[config.mk]
export PLATFORM = sky130hd
export DESIGN_NAME = root_hub_round_controller
export DESIGN_NICKNAME = d
export VERILOG_FILES = /design/src/rtl/hub_ctrl_pkg.sv /design/src/rtl/saturating_counter.sv /design/src/rtl/root_hub_round_controller.sv
export SDC_FILE = /design/constraint.sdc
export NUM_CORES = 1
export LEC_CHECK = 0
export BUFFER_PORTS_ARGS = -buffer_cell sky130_fd_sc_hd__clkbuf_2
export CAP_MARGIN = 20
export CORE_MARGIN = 5
export CORE_UTILIZATION = 35
export DETAILED_ROUTE_END_ITERATION = 8
export GPL_ROUTABILITY_DRIVEN = 1
export PLACE_DENSITY_LB_ADDON = 0.15
export SYNTH_ARGS = -nofsm -noshare
export SYNTH_HDL_FRONTEND = slang
export SYNTH_SLANG_ARGS = --single-unit
[constraint.sdc]
create_clock -name clk -period 2.81 [get_ports clk]
set_input_delay 0.843 -clock clk [delete_from_list [all_inputs] [get_ports clk]]
set_output_delay 0.843 -clock clk [all_outputs]
set_load 0.02 [all_outputs]
[src/rtl/hub_ctrl_pkg.sv]
// Shared definitions for the root hub round controller: FSM state encoding
// and the default round-length limits.
package hub_ctrl_pkg;

    typedef enum logic [1:0] {
        ST_IDLE   = 2'd0,
        ST_START  = 2'd1,
        ST_RUN    = 2'd2,
        ST_REPORT = 2'd3
    } round_state_t;

    // Hard upper bound on the length of one decoding round, in clk cycles.
    localparam int DEFAULT_TIMEOUT_CYCLES = 65535;

    // Consecutive cycles with no downstream traffic that count as a deadlock.
    localparam int DEFAULT_QUIET_LIMIT = 256;

endpackage

[src/rtl/saturating_counter.sv]
// Up-counter with synchronous clear that sticks at all-ones instead of wrapping.
module saturating_counter #(
    parameter int WIDTH = 8
) (
    input  logic             clk,
    input  logic             reset,
    input  logic             clear,
    input  logic             inc,
    output logic [WIDTH-1:0] count
);

    // Clear has priority over increment; increment stops at all-ones.
    always_ff @(posedge clk or negedge reset) begin
        if (!reset) begin
            count <= '0;
        end else if (clear) begin
            count <= '0;
        end else if (inc && (count != '1)) begin
            count <= count + 1'b1;
        end
    end

endmodule

[src/rtl/root_hub_round_controller.sv]
// Sequences one decoding round of the root hub: accepts a host start request,
// pulses the hub, watches for convergence, traffic deadlock or timeout, and
// hands the round status back to the host over a valid/ready handshake.
//
//   state     | meaning
//   ----------+------------------------------------------------------------
//   ST_IDLE   | waiting for start_valid; last round status still visible
//   ST_START  | one-cycle new_round_start pulse to the root hub
//   ST_RUN    | counting cycles/iterations, watching result/quiet/timeout
//   ST_REPORT | done_valid held with frozen status until done_ready
module root_hub_round_controller
    import hub_ctrl_pkg::*;
#(
    parameter int NUM_CHILDREN            = 2,
    parameter int ITERATION_COUNTER_WIDTH = 8,
    parameter int CYCLE_COUNTER_WIDTH     = 32,
    parameter int TIMEOUT_CYCLES          = DEFAULT_TIMEOUT_CYCLES,
    parameter int QUIET_LIMIT             = DEFAULT_QUIET_LIMIT
) (
    input  logic                               clk,
    input  logic                               reset,
    input  logic                               start_valid,
    output logic                               start_ready,
    output logic                               new_round_start,
    input  logic                               iteration_done,
    input  logic                               hub_result_valid,
    input  logic [NUM_CHILDREN-1:0]            downstream_has_message_flying,
    input  logic [NUM_CHILDREN-1:0]            downstream_has_odd_clusters,
    output logic                               done_valid,
    input  logic                               done_ready,
    output logic                               deadlock,
    output logic                               odd_clusters_left,
    output logic [CYCLE_COUNTER_WIDTH-1:0]     cycle_counter,
    output logic [ITERATION_COUNTER_WIDTH-1:0] iteration_counter,
    output logic                               busy
);

    // The quiet counter only ever needs to reach QUIET_LIMIT-1.
    localparam int QUIET_WIDTH = (QUIET_LIMIT > 2) ? $clog2(QUIET_LIMIT) : 1;

    localparam logic [CYCLE_COUNTER_WIDTH-1:0] TIMEOUT_LAST =
        CYCLE_COUNTER_WIDTH'(TIMEOUT_CYCLES - 1);
    localparam logic [QUIET_WIDTH-1:0] QUIET_LAST =
        QUIET_WIDTH'(QUIET_LIMIT - 1);

    round_state_t           state;
    round_state_t           state_next;
    logic                   start_accept;
    logic                   in_run;
    logic                   all_quiet;
    logic                   quiet_hit;
    logic                   timeout_hit;
    logic                   report_enter;
    logic                   report_deadlock;
    logic [QUIET_WIDTH-1:0] quiet_count;

    assign in_run       = (state == ST_RUN);
    assign start_accept = start_ready && start_valid;
    assign all_quiet    = ~|downstream_has_message_flying;
    assign quiet_hit    = all_quiet && (quiet_count == QUIET_LAST);
    assign timeout_hit  = (cycle_counter == TIMEOUT_LAST);

    // State register.
    always_ff @(posedge clk or negedge reset) begin
        if (!reset) begin
            state <= ST_IDLE;
        end else begin
            state <= state_next;
        end
    end

    // Next-state and handshake outputs; a converged result beats deadlock.
    always_comb begin
        state_next      = state;
        start_ready     = 1'b0;
        new_round_start = 1'b0;
        done_valid      = 1'b0;
        busy            = 1'b1;
        report_enter    = 1'b0;
        report_deadlock = 1'b0;
        case (state)
            ST_IDLE: begin
                start_ready = 1'b1;
                busy        = 1'b0;
                if (start_valid) begin
                    state_next = ST_START;
                end
            end
            ST_START: begin
                new_round_start = 1'b1;
                state_next      = ST_RUN;
            end
            ST_RUN: begin
                if (hub_result_valid) begin
                    state_next      = ST_REPORT;
                    report_enter    = 1'b1;
                    report_deadlock = 1'b0;
                end else if (quiet_hit || timeout_hit) begin
                    state_next      = ST_REPORT;
                    report_enter    = 1'b1;
                    report_deadlock = 1'b1;
                end
            end
            ST_REPORT: begin
                done_valid = 1'b1;
                if (done_ready) begin
                    state_next = ST_IDLE;
                end
            end
            default: begin
                state_next = ST_IDLE;
            end
        endcase
    end

    // Round status: cleared when a new round is accepted, captured on the
    // RUN->REPORT transition and then frozen until the next accepted start.
    always_ff @(posedge clk or negedge reset) begin
        if (!reset) begin
            deadlock          <= 1'b0;
            odd_clusters_left <= 1'b0;
        end else if (start_accept) begin
            deadlock          <= 1'b0;
            odd_clusters_left <= 1'b0;
        end else if (report_enter) begin
            deadlock          <= report_deadlock;
            odd_clusters_left <= |downstream_has_odd_clusters;
        end
    end

    saturating_counter #(
        .WIDTH (CYCLE_COUNTER_WIDTH)
    ) u_cycle_counter (
        .clk   (clk),
        .reset (reset),
        .clear (start_accept),
        .inc   (in_run),
        .count (cycle_counter)
    );

    saturating_counter #(
        .WIDTH (ITERATION_COUNTER_WIDTH)
    ) u_iteration_counter (
        .clk   (clk),
        .reset (reset),
        .clear (start_accept),
        .inc   (in_run && iteration_done),
        .count (iteration_counter)
    );

    // Any traffic in flight restarts the quiet window.
    saturating_counter #(
        .WIDTH (QUIET_WIDTH)
    ) u_quiet_counter (
        .clk   (clk),
        .reset (reset),
        .clear (start_accept || (in_run && !all_quiet)),
        .inc   (in_run && all_quiet),
        .count (quiet_count)
    );

endmodule

======== After elaboration in Yosys (flattened, before gate mapping) ========
Cells that the tools add are included.
word-level totals
  register bits ........................... 52
  output and inout bits ................... 46
  word-level logic and storage cells ...... 63
operators by class
  $add $sub $neg .......................... 3
  equal/unequal tests ..................... 11
  multiplexer cells ....................... 24
  reduce and logical (&&, ||, !) cells .... 19
operator list
  kind                                                                number
  32-bit two-way mux                                                  2
  32-bit by 1-bit adder with 32-bit output (second input constant)    1
  32-bit by 16-bit == test with 1-bit output (second input constant)  1
  8-bit two-way mux                                                   4
  32-bit != test (second input constant)                              1
  8-bit by 1-bit adder with 8-bit output (second input constant)      2
  8-bit != test (second input constant)                               2
  1-bit two-way mux                                                   13
  8-bit == test (second input constant)                               1
  1-bit logical AND                                                   8
  2-bit two-way mux                                                   4
  2-bit case mux with 4 select lines                                  1
  2-bit nonzero test                                                  4
  2-bit == test (second input constant)                               2
  2-bit != test (second input constant)                               2
  2-bit OR reduction                                                  2
  3-bit by 2-bit != test with 1-bit output (second input constant)    1
  3-bit AND reduction                                                 1
  2-bit by 1-bit == test with 1-bit output (second input constant)    1
  2-bit logical NOT                                                   1
  1-bit logical OR                                                    2
  1-bit logical NOT                                                   1

======== Logic depth before layout (Yosys ltp) ========
  depth after elaboration ................. 9
  mapped depth ............................ 8

======== Modules after synthesis ========
A second synthesis with hierarchy kept.
second synthesis, totals
  cells, all modules ...................... 342
  area, all modules ....................... 3,188.1 um^2
modules (own cells, without submodules)
  module                                         times used  cells each  area an instance (um^2)  sequential area each (um^2)
  saturating_counter at u_cycle_counter          1           198         1,854.3                  800.8
  saturating_counter at u_iteration_counter ...  2           49          464.2                    200.2
  root_hub_round_controller                      1           46          405.4                    100.1

======== Worst setup path after synthesis ========
OpenSTA, ideal clock, no wires.
  kind .................................... flip-flop to flip-flop
  start point ............................. reg state[0]
  end point ............................... reg u_cycle_counter.count[15]
  library setup time ...................... 74 ps
  arrival time ............................ 1,944 ps
  required time ........................... 2,736 ps
  slack ................................... 792 ps
  stages on the path, launching flop included .. 9
  path buffers ............................ 1
  period minus slack after synthesis ...... 2,018 ps
  cells stage by stage .................... dfrtp_1 inv_1 ha_1 buf_2 inv_1 nor3_2 nand2_1 or4_2 a21oi_2
between the ends
  word-level cells in the longest chain between the ends .. 4
  elaborated cells on any way between the ends .. 7
  those cells by class .................... eq/ne (1); mux (2); reduce/logical (4)
ends and longest elaborated chain
  what                                                      line                             text
  start: declaration                                        root_hub_round_controller.sv:46  round_state_t state;
  start signal: assignment                                  root_hub_round_controller.sv:68  state <= state_next;
  2-bit logical NOT                                         root_hub_round_controller.sv:81  case (state)
  1-bit two-way mux                                         root_hub_round_controller.sv:81
  1-bit logical AND                                         root_hub_round_controller.sv:58  assign start_accept = start_ready && start_valid;
  32-bit two-way mux or 2-bit nonzero test (tied branches)  n/a
  end signal: assignment                                    saturating_counter.sv:19         count <= count + 1'b1;
  end: declaration                                          saturating_counter.sv:9          output logic [WIDTH-1:0] count
Parallel ways exist; a longest one is shown, timed or not.
A chain may end at the register's enable or synchronous reset.

======== Worst setup path in the final report ========
  start point ............................. reg state[0]
  end point ............................... reg u_cycle_counter.count[21]
The elaborated chain is that of the path after synthesis.

==> results.py <==
metrics = {
    "synthesis": {
        "ys_ff_latch": 52,
        "syn_area_sq_mm": 0.00309,
        "synthCells": 331,
        "yosysWarnings": 0,
        "syn_nets": 350,
        "yosysSeqAreaShare": 0.422,
        "synth.avg_cell_area_sq_um": 9.33,
        "synth_cell_types": 52,
        "synth_edf_count": 0,
        "synthArstFlopShare": 1.00,
        "synth_ff_type": "dfrtp_1",
    },
    "route": {
        "antenna_left": 0,
        "wl_per_cell_um": 16.5,
        "wl_um": 8240,
        "vias": 2773,
        "drc": 0,
        "viasPerCell": 5.56,
        "drt_first_pass_iters": 4,
        "drt_iter0_drc": 131,
    },
    "cts": {
        "clockBufferDepth": 2,
        "cts_hold_buf": 0,
        "htree_levels": 2,
        "clock_latency_ns": 0.30,
        "clock-sinks": 52,
        "cts_buffers": 5,
        "path_clk_slew_ns": 0.10,
        "cts-resized-gates": 0,
        "cts_tree": "done",
        "cts-root-buf": "clkbuf_8",
        "cts_setup_buffers": 0,
    },
    "power": {
        "power_density_mw_per_mm2": 671,
        "irDropWorstVdd_mv": 0.344,
        "p_comb_frac": 0.324,
        "p_leak_nw": 1.62,
        "switchingPower_uw": 894,
        "seqPwrFrac": 0.388,
        "p_clk_frac": 0.288,
        "netSwitchingFraction": 0.364,
        "internal_power_mw": 1.56,
        "fin_total_pwr_mw": 2.45,
    },
    "critical_path": {
        "r2r_setup_slack_ns": 0.52,
        "crit_path_start_kind": "flop",
        "crit_fanout": 6,
        "crit_path_max_incr_delay_ns": 0.44,
        "cpMaxStageDelayCell": "or4_1",
        "timing.critical_path.cells": "inv_1 > ha_1 > inv_1 > nor3_2 > o311ai_1 > or4_1 > a21oi_1",
        "worst_ep_arrival_time_ns": 2.52,
        "cp_common_cell": "inv_1",
        "crit_family": "simple AND/OR/NAND/NOR gates",
        "critPathCaptureType": "flop",
        "r2r_start": "state[0]$_DFFE_PN0P_",
        "crit_type": "flop to flop",
        "path_buf_inv": 2,
        "r2r-end": "u_cycle_counter.count[21]$_DFFE_PN0P_",
        "required_ns": 3.04,
        "worstRegToRegCells": 7,
    },
    "global_route": {
        "gr-total-overflow": 0,
        "grt_pass1_vias": 2683,
        "grt_max_degree": 53,
        "antenna_found_initial": 0,
        "grt_first_pass_wirelength_um": 14200,
        "grt_use_total": 0.156,
    },
    "place": {
        "hpwl_um": 6020,
        "place_ws_ns": 0.465,
        "numPortBuffers": 55,
        "gp_congestion": 0.806,
    },
    "run_status": {
        "status": "finished, final reports clean",
    },
    "floorplanning": {
        "die_width_um": 104,
        "row_count": 34,
        "die_height_um": 104,
        "core-area_sq_mm": 0.00868,
        "dieArea_sq_mm": 0.0108,
        "start_util": 0.356,
        "io_pins": 56,
    },
    "final_layout": {
        "final_cell_mix": "clkbuf_2, dfrtp_1, nand2_1",
        "drive_gt1_frac": 0.263,
        "syn_to_final_growth_pct": 18.5,
        "n_antenna_cell": 0,
        "final_common_cell": "clkbuf_2",
        "nets": 409,
    },
    "sta": {
        "min_period_ns": 2.29,
        "rsz0062_at_grt": "false",
        "setup-tns-final_ns": 0,
        "skew_ns": 0.00567,
        "setup_viol": 0,
        "slew_headroom": 0.537,
        "final.setup.worst_slack_ns": 0.521,
        "finalHoldViolCount": 0,
        "fmax_mhz": 437,
        "finalCritPeriodShare": 0.815,
        "tightestPinTransition_ns": 0.695,
        "slew_violations": 0,
    },
    "run": {
        "drv_cap": 0,
    },
    "min_path": {
        "worst_hold_path.endpoint": "u_quiet_counter.count[3]$_DFFE_PN0P_",
        "min_path_type": "flop to flop",
        "worstHoldPathCells": 1,
        "hold_start": "u_quiet_counter.count[3]$_DFFE_PN0P_",
    },
}
[power groups by stage]
stage | logic, mW | registers [mW] | clock network (mW)
2_1_floorplan | 0.489 | 0.998 | 0
6_report | 0.795 | 0.953 | 0.706
4_1_cts | 0.803 | 0.951 | 0.729
5_1_grt | 0.885 | 0.974 | 0.758
3_3_place_gp | 0.793 | 0.964 | 0
3_5_place_dp | 0.799 | 0.966 | 0
[sequential cells by signal, summed over array words and instances, names as in the netlist]
| name | count |
|---|---|
| u_quiet_counter.count | 8 |
| u_cycle_counter.count | 32 |
| deadlock | 1 |
| state | 2 |
| u_iteration_counter.count | 8 |
| odd_clusters_left | 1 |
[worst max path at each step]
| stage | start | end | slack, ns | cells past startpoint |
|---|---|---|---|---|
| 4_1_cts | state[0]$_DFFE_PN0P_ | u_cycle_counter.count[21]$_DFFE_PN0P_ | 0.50 | 7 |
| 6_report | state[0]$_DFFE_PN0P_ | u_cycle_counter.count[21]$_DFFE_PN0P_ | 0.52 | 7 |
| 5_1_grt | state[0]$_DFFE_PN0P_ | u_cycle_counter.count[21]$_DFFE_PN0P_ | 0.38 | 7 |
| 2_1_floorplan | state[0]$_DFFE_PN0P_ | u_cycle_counter.count[15]$_DFFE_PN0P_ | 0.79 | 8 |
| 3_3_place_gp | downstream_has_message_flying[1] | u_quiet_counter.count[6]$_DFFE_PN0P_ | 0.52 | 6 |
| 3_5_place_dp | downstream_has_message_flying[1] | u_quiet_counter.count[6]$_DFFE_PN0P_ | 0.47 | 6 |
[per-layer routing]
layer | wire length (um) | vias up | track usage | part of all wire
met2 | 3830 | 50 | 0.244 | 0.46
met1 | 4030 | 1364 | 0.223 | 0.49
met5 | 0 | - | 0 | 0
met3 | 280 | 6 | 0.0261 | 0.034
met4 | 102 | 0 | 0.0398 | 0.012
li1 | - | 1353 | - | -
[cells in the mapped netlist (5+ instances only)]
| master | instances | share of area |
|---|---|---|
| a21oi_1 | 20 | 0.032 |
| a21oi_2 | 6 | 0.017 |
| and3_1 | 11 | 0.022 |
| and4_1 | 7 | 0.020 |
| clkbuf_1 | 6 | 0.0073 |
| dfrtp_1 | 52 | 0.42 |
| ha_1 | 9 | 0.036 |
| inv_1 | 8 | 0.0097 |
| nand2_1 | 32 | 0.039 |
| nand2b_1 | 6 | 0.012 |
| nand3_1 | 17 | 0.028 |
| nand4_1 | 15 | 0.030 |
| nor2_1 | 22 | 0.027 |
| o211ai_1 | 5 | 0.012 |
| o21ai_0 | 25 | 0.041 |
| o31ai_1 | 7 | 0.017 |
| or3_1 | 12 | 0.024 |
| or3_2 | 5 | 0.012 |
| xnor2_1 | 5 | 0.014 |
| xor2_1 | 7 | 0.020 |
[layout make-up]
cell class	count	area, sq um
clock buffers	5	68.8
clock inverters	3	90.1
fillers	878	5020
inverters	8	30.0
multi-input cells	260	1700
flip-flops and latches	52	1300
well taps	108	135
repair buffers	63	335
[through the flow]
stage | hold WS (ns) | util | area (sq um) | std cells
global placement | 0.495 | 0.403 | 3500 | 491
finish | 0.523 | 0.421 | 3660 | 499
global route | 0.559 | 0.421 | 3660 | 499
detailed placement | 0.505 | 0.403 | 3500 | 491
CTS | 0.518 | 0.421 | 3660 | 499
floorplan | 0.457 | - | 3090 | 331
[cell families after synthesis]
family | synth area share
AOI/OAI and AO/OA | 0.176
adders and majority gates | 0.0365
DFF | 0.422
and+or+nand+nor | 0.293
buffers and inverters | 0.0288
muxes | 0.0101
xor gates and xnor gates | 0.0340
No activity file was read; power rests on OpenSTA's default activity.
